File: config.mk
export PLATFORM = sky130hd
export DESIGN_NAME = elevator_scheduler
export DESIGN_NICKNAME = d
export VERILOG_FILES = /design/src/rtl/elevator_pkg.sv /design/src/rtl/call_latch.sv /design/src/rtl/elevator_scheduler.sv
export SDC_FILE = /design/constraint.sdc
export NUM_CORES = 1
export LEC_CHECK = 0
export CORE_ASPECT_RATIO = 0.7
export CORE_MARGIN = 2
export CORE_UTILIZATION = 56
export DETAILED_ROUTE_END_ITERATION = 10
export PLACE_DENSITY_LB_ADDON = 0.3
export SLEW_MARGIN = 20
export SYNTH_ARGS = -nofsm -noshare
export SYNTH_HDL_FRONTEND = slang
export SYNTH_SLANG_ARGS = --single-unit
File: constraint.sdc
create_clock -name clk -period 2.8 [get_ports clk]
set_input_delay 0.28 -clock clk [delete_from_list [all_inputs] [get_ports clk]]
set_output_delay 0.28 -clock clk [all_outputs]
set_load 0.005 [all_outputs]
File: src/rtl/elevator_pkg.sv
// Shared types and constants for the 3-floor elevator scheduler.
package elevator_pkg;

    localparam int unsigned NUM_FLOORS = 3;
    localparam int unsigned FLOOR_W    = 2;
    localparam int unsigned CNT_W      = 26;

    localparam logic [FLOOR_W-1:0] FLOOR_MIN = FLOOR_W'(0);
    localparam logic [FLOOR_W-1:0] FLOOR_MAX = FLOOR_W'(2);

    typedef enum logic [1:0] {
        IDLE   = 2'd0,
        MOVING = 2'd1,
        DOOR   = 2'd2,
        HALT   = 2'd3
    } state_t;

    // One-hot mask selecting a single floor.
    function automatic logic [NUM_FLOORS-1:0] floor_onehot(input logic [FLOOR_W-1:0] f);
        return NUM_FLOORS'(1) << f;
    endfunction

endpackage

File: src/rtl/call_latch.sv
// Pending-request register with set/clear masks and direction summaries.
module call_latch
    import elevator_pkg::*;
(
    input  logic                  clk,
    input  logic                  reset,
    input  logic [NUM_FLOORS-1:0] set_mask,
    input  logic [NUM_FLOORS-1:0] clr_mask,
    input  logic [FLOOR_W-1:0]    floor,
    output logic [NUM_FLOORS-1:0] pending,
    output logic                  any_above,
    output logic                  any_below
);

    // Clear wins over set so a served or suppressed floor never re-latches.
    always_ff @(posedge clk) begin
        if (reset) begin
            pending <= '0;
        end else begin
            pending <= (pending | set_mask) & ~clr_mask;
        end
    end

    // Summarise pending requests strictly above / below the current floor.
    always_comb begin
        any_above = 1'b0;
        any_below = 1'b0;
        for (int unsigned i = 0; i < NUM_FLOORS; i++) begin
            if (pending[i] && (FLOOR_W'(i) > floor)) begin
                any_above = 1'b1;
            end
            if (pending[i] && (FLOOR_W'(i) < floor)) begin
                any_below = 1'b1;
            end
        end
    end

endmodule

File: src/rtl/elevator_scheduler.sv
// Floor-request scheduler: SCAN direction choice, floor tracking and door timing.
module elevator_scheduler
    import elevator_pkg::*;
#(
    parameter int unsigned DOOR_TIME = 50
)
(
    input  logic                  clk,
    input  logic                  reset,
    input  logic [NUM_FLOORS-1:0] call,
    input  logic                  move_clk,
    input  logic                  sos_mode,
    input  logic                  weight_limit_exceeded,
    output logic [FLOOR_W-1:0]    floor,
    output logic                  dir_up,
    output logic                  moving,
    output logic                  door_open,
    output logic [NUM_FLOORS-1:0] req_led
);

    localparam logic [CNT_W-1:0] DOOR_LAST = CNT_W'(DOOR_TIME - 1);

    state_t                state;
    state_t                state_next;
    logic [FLOOR_W-1:0]    floor_next;
    logic                  dir_next;
    logic [CNT_W-1:0]      door_cnt;
    logic [CNT_W-1:0]      door_cnt_next;
    logic                  move_clk_q;
    logic                  arrive;
    logic [NUM_FLOORS-1:0] pending;
    logic [NUM_FLOORS-1:0] clr_mask;
    logic [NUM_FLOORS-1:0] cur_oh;
    logic [NUM_FLOORS-1:0] next_oh;
    logic [FLOOR_W-1:0]    next_floor;
    logic                  at_bound;
    logic                  any_above;
    logic                  any_below;
    logic                  here_call;
    logic                  eff_dir;

    call_latch u_call_latch (
        .clk       (clk),
        .reset     (reset),
        .set_mask  (call),
        .clr_mask  (clr_mask),
        .floor     (floor),
        .pending   (pending),
        .any_above (any_above),
        .any_below (any_below)
    );

    assign req_led    = pending;
    assign arrive     = move_clk & ~move_clk_q & (state == MOVING);
    assign cur_oh     = floor_onehot(floor);
    assign here_call  = |(call & cur_oh);
    assign at_bound   = dir_up ? (floor == FLOOR_MAX) : (floor == FLOOR_MIN);
    assign next_floor = dir_up ? (floor + FLOOR_W'(1)) : (floor - FLOOR_W'(1));
    assign next_oh    = floor_onehot(next_floor);

    // Direction as IDLE sees it: pinned at the end floors.
    always_comb begin
        eff_dir = dir_up;
        if (floor == FLOOR_MIN) begin
            eff_dir = 1'b1;
        end else if (floor == FLOOR_MAX) begin
            eff_dir = 1'b0;
        end
    end

    // Next-state, floor/direction, door counter and request-clear decode.
    always_comb begin
        state_next    = state;
        floor_next    = floor;
        dir_next      = dir_up;
        door_cnt_next = '0;
        clr_mask      = '0;

        // A call at the floor we stand at opens the door instead of latching.
        if (state == IDLE || state == DOOR) begin
            clr_mask = cur_oh;
        end

        if (sos_mode) begin
            state_next = HALT;
        end else begin
            case (state)
                IDLE: begin
                    dir_next = eff_dir;
                    if (here_call) begin
                        state_next = DOOR;
                    end else if (weight_limit_exceeded) begin
                        state_next = IDLE;
                    end else if (eff_dir ? any_above : any_below) begin
                        state_next = MOVING;
                    end else if (eff_dir ? any_below : any_above) begin
                        dir_next   = ~eff_dir;
                        state_next = MOVING;
                    end
                end
                MOVING: begin
                    if (arrive && !at_bound) begin
                        floor_next = next_floor;
                        if (|((pending | call) & next_oh)) begin
                            clr_mask   = next_oh;
                            state_next = DOOR;
                        end
                    end
                end
                DOOR: begin
                    if (here_call) begin
                        door_cnt_next = '0;
                    end else if (weight_limit_exceeded) begin
                        door_cnt_next = door_cnt;
                    end else if (door_cnt == DOOR_LAST) begin
                        state_next = IDLE;
                    end else begin
                        door_cnt_next = door_cnt + CNT_W'(1);
                    end
                end
                HALT: begin
                    state_next = IDLE;
                end
                default: begin
                    state_next = IDLE;
                end
            endcase
        end
    end

    // State register plus registered outputs derived from the next state.
    always_ff @(posedge clk) begin
        if (reset) begin
            state      <= IDLE;
            floor      <= FLOOR_MIN;
            dir_up     <= 1'b1;
            door_cnt   <= '0;
            move_clk_q <= 1'b0;
            moving     <= 1'b0;
            door_open  <= 1'b0;
        end else begin
            state      <= state_next;
            floor      <= floor_next;
            dir_up     <= dir_next;
            door_cnt   <= door_cnt_next;
            move_clk_q <= move_clk;
            moving     <= (state_next == MOVING);
            door_open  <= (state_next == DOOR);
        end
    end

endmodule

==> impl_metrics.json, run 1 <==
{
  "grt_use_total": 0.2206,
  "rr_startpoint": "floor[0]",
  "first_global_vias": 1296,
  "rsz0062_at_grt": "false",
  "dieWidth_um": 72.50,
  "clk_pin_slew_ns": 0.07,
  "min_path_type": "register to register",
  "cts_max_level": 2,
  "first_pass_iters": 5,
  "wl_per_cell_um": 13.85,
  "setup_viol": 0,
  "leakage_nw": 0.7464,
  "yosysMostFrequentCell": "nor2_1",
  "synth.avg_cell_area_um2": 8.758,
  "synth_ff_type": "dfxtp_1",
  "cp.arrival_ns": 2.52,
  "grt-ovfl-total": 0,
  "cts_sinks": 37,
  "hold_viol_final": 0,
  "dp_hpwl_mm": 2.688,
  "setup.worst_path.end_class": "register",
  "r2r_cells": 7,
  "fill_cells": 280,
  "met1_usage": 0.3341,
  "syn-num-nets": 224,
  "fin_crit_sh": 0.8201,
  "cts_buffers": 5,
  "max_freq_mhz": 435.5,
  "crit-reg2reg-capture": "door_cnt[25]",
  "nets": 240,
  "met2_usage": 0.2691,
  "port_buffers": 15,
  "synth_top_area_share": 0.4027,
  "cp_max_fo": 26,
  "ir_worst_vdd_mv": 0.3262,
  "postRouteAntennaNets": 0,
  "vias": 1470,
  "start_util": 0.5843,
  "synth-edff-count": 0,
  "coreArea_um2": 3148,
  "hp-start": "door_cnt[5]",
  "maxCapViolations": 0,
  "grt_util_met3": 0.08333,
  "slew_viol_final": 0,
  "grt.busiest_layer": "met1",
  "required_ns": 3.02,
  "drc": 0,
  "area_growth_pct": 11.97,
  "gp_congestion": 0.8847,
  "synthTopCellsByArea": "dfxtp_1 (40%), xor2_1 (9.0%), nor2_1 (7.8%)",
  "synth_area_um2": 1839,
  "netlist_top_cells_count": "nor2_1 (38), dfxtp_1 (37), xor2_1 (19)",
  "worst_pin_slew_ns": 0.5808,
  "hold_depth": 2,
  "synthCells": 210,
  "cts_tree": "yes",
  "fin_setup_tns_ns": 0,
  "drive_gt1_frac": 0.05286,
  "cts_hold_buffers": 0,
  "ctsLongestPathBuffers": 2,
  "die-area_um2": 3766,
  "period_needed_ns": 2.296,
  "setup.reg_to_reg.worst_slack_ns": 0.50,
  "cts_root_buf": "clkbuf_8",
  "fp.dieH_um": 51.95,
  "yosysWarnings": 0,
  "synthArstFlopShare": 0,
  "maxSlewHeadroom": 0.6128,
  "antenna_found_initial": 0,
  "routed_wl_mm": 3.671,
  "clock_latency_ns": 0.29,
  "ios": 16,
  "skew_ns": 0.007949,
  "yosysTopAreaCell": "dfxtp_1",
  "outcome": "finished, final reports clean",
  "synth_seq_cells": 37,
  "synth.distinct_cells": 44,
  "num_rows": 17,
  "antenna-diode-count": 0,
  "drt_first_iter_violations": 118,
  "yosysSeqAreaShare": 0.4027,
  "p_per_area_nw_per_um2": 475.4,
  "crit_type": "register to register",
  "whs_ns": 0.5345,
  "grt_max_degree": 27,
  "startpoint_type": "register",
  "hold_end": "door_cnt[5]",
  "grt_pass1_wl_mm": 6.223,
  "cts_resized": 0,
  "cts_setup_buffers": 0,
  "cp-startpoint": "floor[0]",
  "vias_per_cell": 5.547
}
[metal layers]
metal  share of wire  vias to the layer above  wire length (µm)
li1                -                      758                 -
met4           0.016                        0                57
met2            0.37                       46              1375
met3           0.075                        7               275
met5               0                        -                 0
met1            0.53                      659              1963
[worst max path at each step]
stage                   endpoint  slack (ns)
finish              door_cnt[25]        0.50
global route        door_cnt[21]        0.34
CTS                  door_cnt[9]        0.54
detailed placement  door_cnt[13]        0.50
global placement    door_cnt[17]        0.54
floorplan            door_cnt[4]        0.67
[placed cells by master, fill, tap and decap left out, types with 3 or more instances in the layout]
cell type,netlist,final
a21oi_1,5,5
ha_1,6,6
inv_1,11,11
o21ai_0,3,3
dfxtp_1,37,37
xnor2_1,8,8
nand3_1,7,7
xor2_1,19,19
nor3_1,7,7
clkdlybuf4s50_1,0,15
nor4_1,5,5
and3_1,3,3
nand4_1,10,10
nand2_1,14,14
clkbuf_8,0,5
nor2_1,38,38
[critical path, cell delays in order (launching register included)]
cell and delay, ns:
dfxtp_1 0.55, inv_1 0.17, ha_1 0.27, a222oi_1 0.57
nand2_1 0.08, or2_1 0.24, buf_4 0.22, nor2_1 0.13
[sequential cells by signal (all words and copies together) (netlist names)]
register / cells
door_cnt: 26
u_call_latch.pending: 3
floor: 2
state: 2
dir_up: 1
door_open: 1
move_clk_q: 1
moving: 1
[through the flow]
step	area (µm²)	util	total power, mW	setup WS [ns]	std cells
final	2059	0.6542	0.9791	0.5038	265
after CTS	2059	0.6542	0.9871	0.5365	265
after global routing	2059	0.6542	1.019	0.3390	265
after detailed placement	1977	0.6280	0.6355	0.5039	257
after global placement	1977	0.6280	0.6348	0.5379	257
after floorplan	1839	-	0.6030	0.6690	210
[layout make-up]
class,instances,area (µm²),share of cell area
Sequential cell,37,740.7,0.3597
Multi-Input combinational cell,155,989.7,0.4806
Clock inverter,2,10.01,0.004860
Inverter,11,41.29,0.02005
Tap cell,38,47.55,0.02309
Clock buffer,6,72.57,0.03524
Timing Repair Buffer,16,157.7,0.07655
[where the power goes]
part / internal, mW / switching [mW]
registers: 0.536 / 0.0134
clock network: 0.172 / 0.181
logic: 0.0393 / 0.0373
total: 0.747 / 0.232
[cells by family after synthesis]
logic type | after synthesis | share of synthesized area
fa+ha+maj | 6 | 0.04082
flops | 37 | 0.4027
simple gates | 96 | 0.2619
xor+xnor | 27 | 0.1286
mux | 2 | 0.01156
compound gates | 24 | 0.09524
buf+inv | 18 | 0.05918
No activity file was read; power rests on OpenSTA's default activity.
==> run 2: changes to the inputs <==
clock period = 2.3 ns   (was 2.8 ns; I/O delays follow)
==> run 2 against run 1 <==
Global-route usage is 0.53 points higher. Largest cell class unchanged. Flip-flop and latch count stayed put. Final cell count is 2.6% higher. Critical path type unchanged. Largest power group unchanged. Fmax is 18% higher. Hold slack worse by 0.0092 ns. Critical path depth stayed put. Clock skew is 0.0025 ns higher.
==> impl_metrics.json, run 2 (same netlist as run 1, synthesis figures left out) <==
{
  "period_needed_ns": 1.951,
  "skew_ns": 0.01044,
  "cts_max_level": 2,
  "instances_no_fill": 272,
  "postRouteAntennaNets": 0,
  "grt_use_total": 0.2258,
  "ctsLongestPathBuffers": 2,
  "worst_slack_ns": 0.3494,
  "start_util": 0.5843,
  "fp.dieH_um": 51.95,
  "cts_root_buf": "clkbuf_8",
  "final_cell_mix": "nor2_1 (38), dfxtp_1 (37), xor2_1 (19)",
  "hold_depth": 2,
  "slew_viol_final": 0,
  "worst_pin_slew_ns": 0.4785,
  "crit_family": "simple AND/OR/NAND/NOR gates",
  "hold_end": "door_cnt[25]",
  "gp_congestion": 0.8749,
  "maxCapViolations": 0,
  "ir_worst_vdd_mv": 0.4649,
  "area_growth_pct": 15.51,
  "num_rows": 17,
  "cts_setup_buffers": 0,
  "first_pass_iters": 4,
  "final_common_cell": "nor2_1",
  "antenna_found_initial": 0,
  "required_ns": 2.47,
  "drc": 0,
  "p_per_area_nw_per_um2": 567.6,
  "clk_pin_slew_ns": 0.08,
  "crit_type": "register to register",
  "cp_slowest_stage_delay_ns": 0.34,
  "cts_buffers": 5,
  "outcome": "finished, final reports clean",
  "cts_sinks": 37,
  "leakage_nw": 0.7882,
  "ios": 16,
  "fin_crit_sh": 0.8481,
  "regMostFlops": "door_cnt",
  "rr_startpoint": "floor[0]",
  "hp-start": "door_cnt[25]",
  "maxSlewHeadroom": 0.6786,
  "cp_num_buf_inv": 1,
  "r2r_cells": 7,
  "grt_max_degree": 27,
  "fin_setup_tns_ns": 0,
  "crit_slowest_cell": "dfxtp_1",
  "min_path_type": "register to register",
  "cts_resized": 0,
  "first_global_vias": 1338,
  "grt_pass1_wl_mm": 6.437,
  "top_regs": "door_cnt x26, u_call_latch.pending x3",
  "routed_wl_mm": 3.761,
  "crit_path_cell_trace": "inv_1 > ha_1 > mux2_2 > nor3_1 > nand3_1 > nor2_1 > a2111oi_0",
  "cp_max_fo": 4,
  "rsz0062_at_grt": "false",
  "setup.worst_path.end_class": "register",
  "dp_hpwl_mm": 2.688,
  "vias_per_cell": 5.540,
  "hold_viol_final": 0,
  "startpoint_type": "register",
  "wl_per_cell_um": 13.83,
  "cts_tree": "yes",
  "antenna-diode-count": 0,
  "drt_first_iter_violations": 111,
  "dieWidth_um": 72.50,
  "crit-reg2reg-capture": "u_call_latch.pending[0]",
  "port_buffers": 15,
  "drive_gt1_frac": 0.08120,
  "coreArea_um2": 3148,
  "largest_register_ffs": 26,
  "dp_slack_ns": 0.1029,
  "nets": 247,
  "grt-ovfl-total": 0,
  "clock_latency_ns": 0.29,
  "max_freq_mhz": 512.7,
  "dpl.cell_count": 264,
  "setup_viol": 0,
  "setup.reg_to_reg.worst_slack_ns": 0.35,
  "vias": 1507,
  "cts_hold_buffers": 0,
  "die-area_um2": 3766,
  "cp.arrival_ns": 2.12
}
run 2: area by class of cell:
type	count	area, µm²
Multi-Input combinational cell	155	989.7
Inverter	11	41.29
Fill cell	274	1023
Sequential cell	37	740.7
Clock buffer	6	72.57
Clock inverter	2	10.01
Timing Repair Buffer	23	222.7
Tap cell	38	47.55
run 2: how the worst max path moves through the flow:
stage / startpoint / to / slack [ns] / cells after the start
after floorplan: floor[0] / door_cnt[4] / 0.17 / 9
after global placement: weight_limit_exceeded / door_cnt[0] / 0.08 / 7
after detailed placement: weight_limit_exceeded / door_cnt[0] / 0.10 / 7
after CTS: floor[0] / u_call_latch.pending[0] / 0.39 / 7
after global routing: floor[0] / moving / 0.21 / 8
final: floor[0] / u_call_latch.pending[0] / 0.35 / 7
run 2: worst register-to-register path, cell delays in order (launching register included):
cell and delay, ns:
dfxtp_1 0.34, inv_1 0.10, ha_1 0.27, mux2_2 0.28, nor3_1 0.22, nand3_1 0.26, nor2_1 0.24, a2111oi_0 0.12
run 2: report_power, final:
group	switching, mW	internal [mW]	total (mW)
clock	0.226	0.210	0.436
combinational	0.0489	0.0550	0.104
sequential	0.0141	0.652	0.666
run 2: per-stage QoR:
step	hold slack, ns	total power [mW]	utilization	cell area, µm²
2_1_floorplan	0.3093	0.7341	-	1839
4_1_cts	0.5156	1.206	0.6749	2125
6_report	0.5253	1.206	0.6749	2125
3_5_place_dp	0.4992	0.7810	0.6486	2042
5_1_grt	0.5468	1.256	0.6749	2125
3_3_place_gp	0.4979	0.7803	0.6486	2042
run 2: layer usage:
| metal | vias to the layer above | share of wire | global-route usage |
|---|---|---|---|
| met1 | 680 | 0.55 | 0.3561 |
| met4 | 0 | 0.0064 | 0.05556 |
| met3 | 4 | 0.064 | 0.05814 |
| met2 | 48 | 0.38 | 0.2982 |
| li1 | 775 | - | - |
| met5 | - | 0 | 0 |
==> run 3: changes to the inputs <==
clock period = 1.8 ns   (was 2.3 ns; I/O delays follow)
==> run 3 against run 2 <==
Flip-flop and latch count is the same. Critical path depth increased by 1. Sequential share of layout area decreased by 4.1 points. Critical path type is now primary input to register. Largest power group unchanged.
==> impl_metrics.json, run 3 (same netlist as run 1, synthesis figures left out) <==
{
  "hold_viol_final": 0,
  "dpl-instance-area_um2": 2215,
  "cts_tree": "yes",
  "maxSlewHeadroom": 0.6705,
  "cts_setup_buffers": 0,
  "port_buffers": 15,
  "nets": 267,
  "wl_per_cell_um": 14.90,
  "outcome": "finished, final reports clean",
  "cp.arrival_ns": 1.94,
  "cp_max_fo": 3,
  "clk_pin_slew_ns": 0.07,
  "ios": 16,
  "fp.dieH_um": 51.95,
  "clock_latency_ns": 0.30,
  "routed_wl_mm": 4.352,
  "ctsLongestPathBuffers": 2,
  "fin_crit_sh": 0.9743,
  "die-area_um2": 3766,
  "maxCapViolations": 0,
  "required_ns": 1.98,
  "first_global_vias": 1570,
  "top_regs": "door_cnt x26, u_call_latch.pending x3",
  "worst_pin_slew_ns": 0.4905,
  "dp_hpwl_mm": 3.039,
  "ir_worst_vdd_mv": 0.4340,
  "max_freq_mhz": 570.2,
  "grt_max_degree": 13,
  "gp_congestion": 0.8931,
  "rr_startpoint": "floor[1]",
  "leakage_nw": 0.9258,
  "postRouteAntennaNets": 0,
  "vias": 1659,
  "cts_max_level": 2,
  "grt_use_total": 0.2495,
  "first_pass_iters": 4,
  "dpl.cell_count": 284,
  "skew_ns": 0.006371,
  "final_common_cell": "dfxtp_1",
  "setup.worst_path.end_class": "register",
  "power_mw": 1.770,
  "grt_pass1_wl_mm": 7.072,
  "drt_first_iter_violations": 124,
  "period_needed_ns": 1.754,
  "num_rows": 17,
  "area_growth_pct": 31.77,
  "crit_type": "primary input to register",
  "drc": 0,
  "cts_root_buf": "clkbuf_8",
  "final_cell_mix": "dfxtp_1 (35), nor2_1 (33), buf_4 (24)",
  "cts_hold_buffers": 0,
  "min_path_type": "primary input to register",
  "setup_viol": 0,
  "instances_no_fill": 292,
  "regMostFlops": "door_cnt",
  "cts_buffers": 5,
  "startpoint_type": "primary input",
  "antenna-diode-count": 0,
  "design_area_um2": 2424,
  "dieWidth_um": 72.50,
  "cts_sinks": 37,
  "slew_viol_final": 0,
  "hp-start": "move_clk",
  "coreArea_um2": 3148,
  "cp-startpoint": "weight_limit_exceeded",
  "start_util": 0.5843,
  "vias_per_cell": 5.682,
  "grt-ovfl-total": 0,
  "drive_gt1_frac": 0.2362,
  "largest_register_ffs": 26,
  "p_per_area_nw_per_um2": 730.2,
  "antenna_found_initial": 0
}
## run 3: metrics by stage
stage / util / setup slack (ns) / setup TNS (ns) / hold WS, ns
2_1_floorplan: - / -0.05216 / -1.041 / 0.2593
3_3_place_gp: 0.7035 / -0.08454 / -1.756 / 0.5048
4_1_cts: 0.7464 / 0.009451 / 0 / 0.4871
5_1_grt: 0.7699 / -0.04470 / -0.05702 / 0.5111
6_report: 0.7699 / 0.04624 / 0 / 0.4943
3_5_place_dp: 0.7035 / -0.1997 / -4.602 / 0.5298
## run 3: repair_timing
| item | in CTS | in global routing |
|---|---|---|
| pin swaps | 1 | 4 |
| resized for setup | 3 | 20 |
| setup endpoints to repair | 4 | 35 |
## run 3: worst paths after layout
path / cells after the start / endpoint / slack [ns]
setup / recovery: 8 / door_cnt[9] / 0.05
hold / removal: 2 / move_clk_q / 0.49
setup reg to reg: 8 / door_cnt[14] / 0.06
hold reg to reg: 2 / u_call_latch.pending[1] / 0.55
## run 3: cell type report
cell class / count / area (µm²)
multi-input cells: 155 / 1086
clock inverters: 2 / 37.54
inverters: 11 / 48.80
flip-flops and latches: 37 / 745.7
well taps: 38 / 47.55
fillers: 212 / 724.4
clock buffers: 6 / 82.58
repair buffers: 43 / 375.4
## run 3: where the power goes
group	internal, mW	switching (mW)	total (mW)
sequential	0.832	0.0144	0.847
clock	0.450	0.306	0.756
combinational	0.0878	0.0788	0.167
total	1.37	0.399	1.77
## run 3: worst max-delay path, cell delays in order
cell and delay (ns):
clkdlybuf4s50_1 0.43, buf_4 0.15, nand3b_1 0.21, buf_4 0.18, nor3_1 0.29, nand4_1 0.17, xor2_1 0.28, nor2_4 0.04
## run 3: per-layer routing
layer | track usage | routed length (µm) | share of wire
met1 | 0.3281 | 2037 | 0.47
met2 | 0.4037 | 2032 | 0.47
met3 | 0.05814 | 243 | 0.056
met4 | 0.08951 | 39 | 0.0090
met5 | 0 | 0 | 0
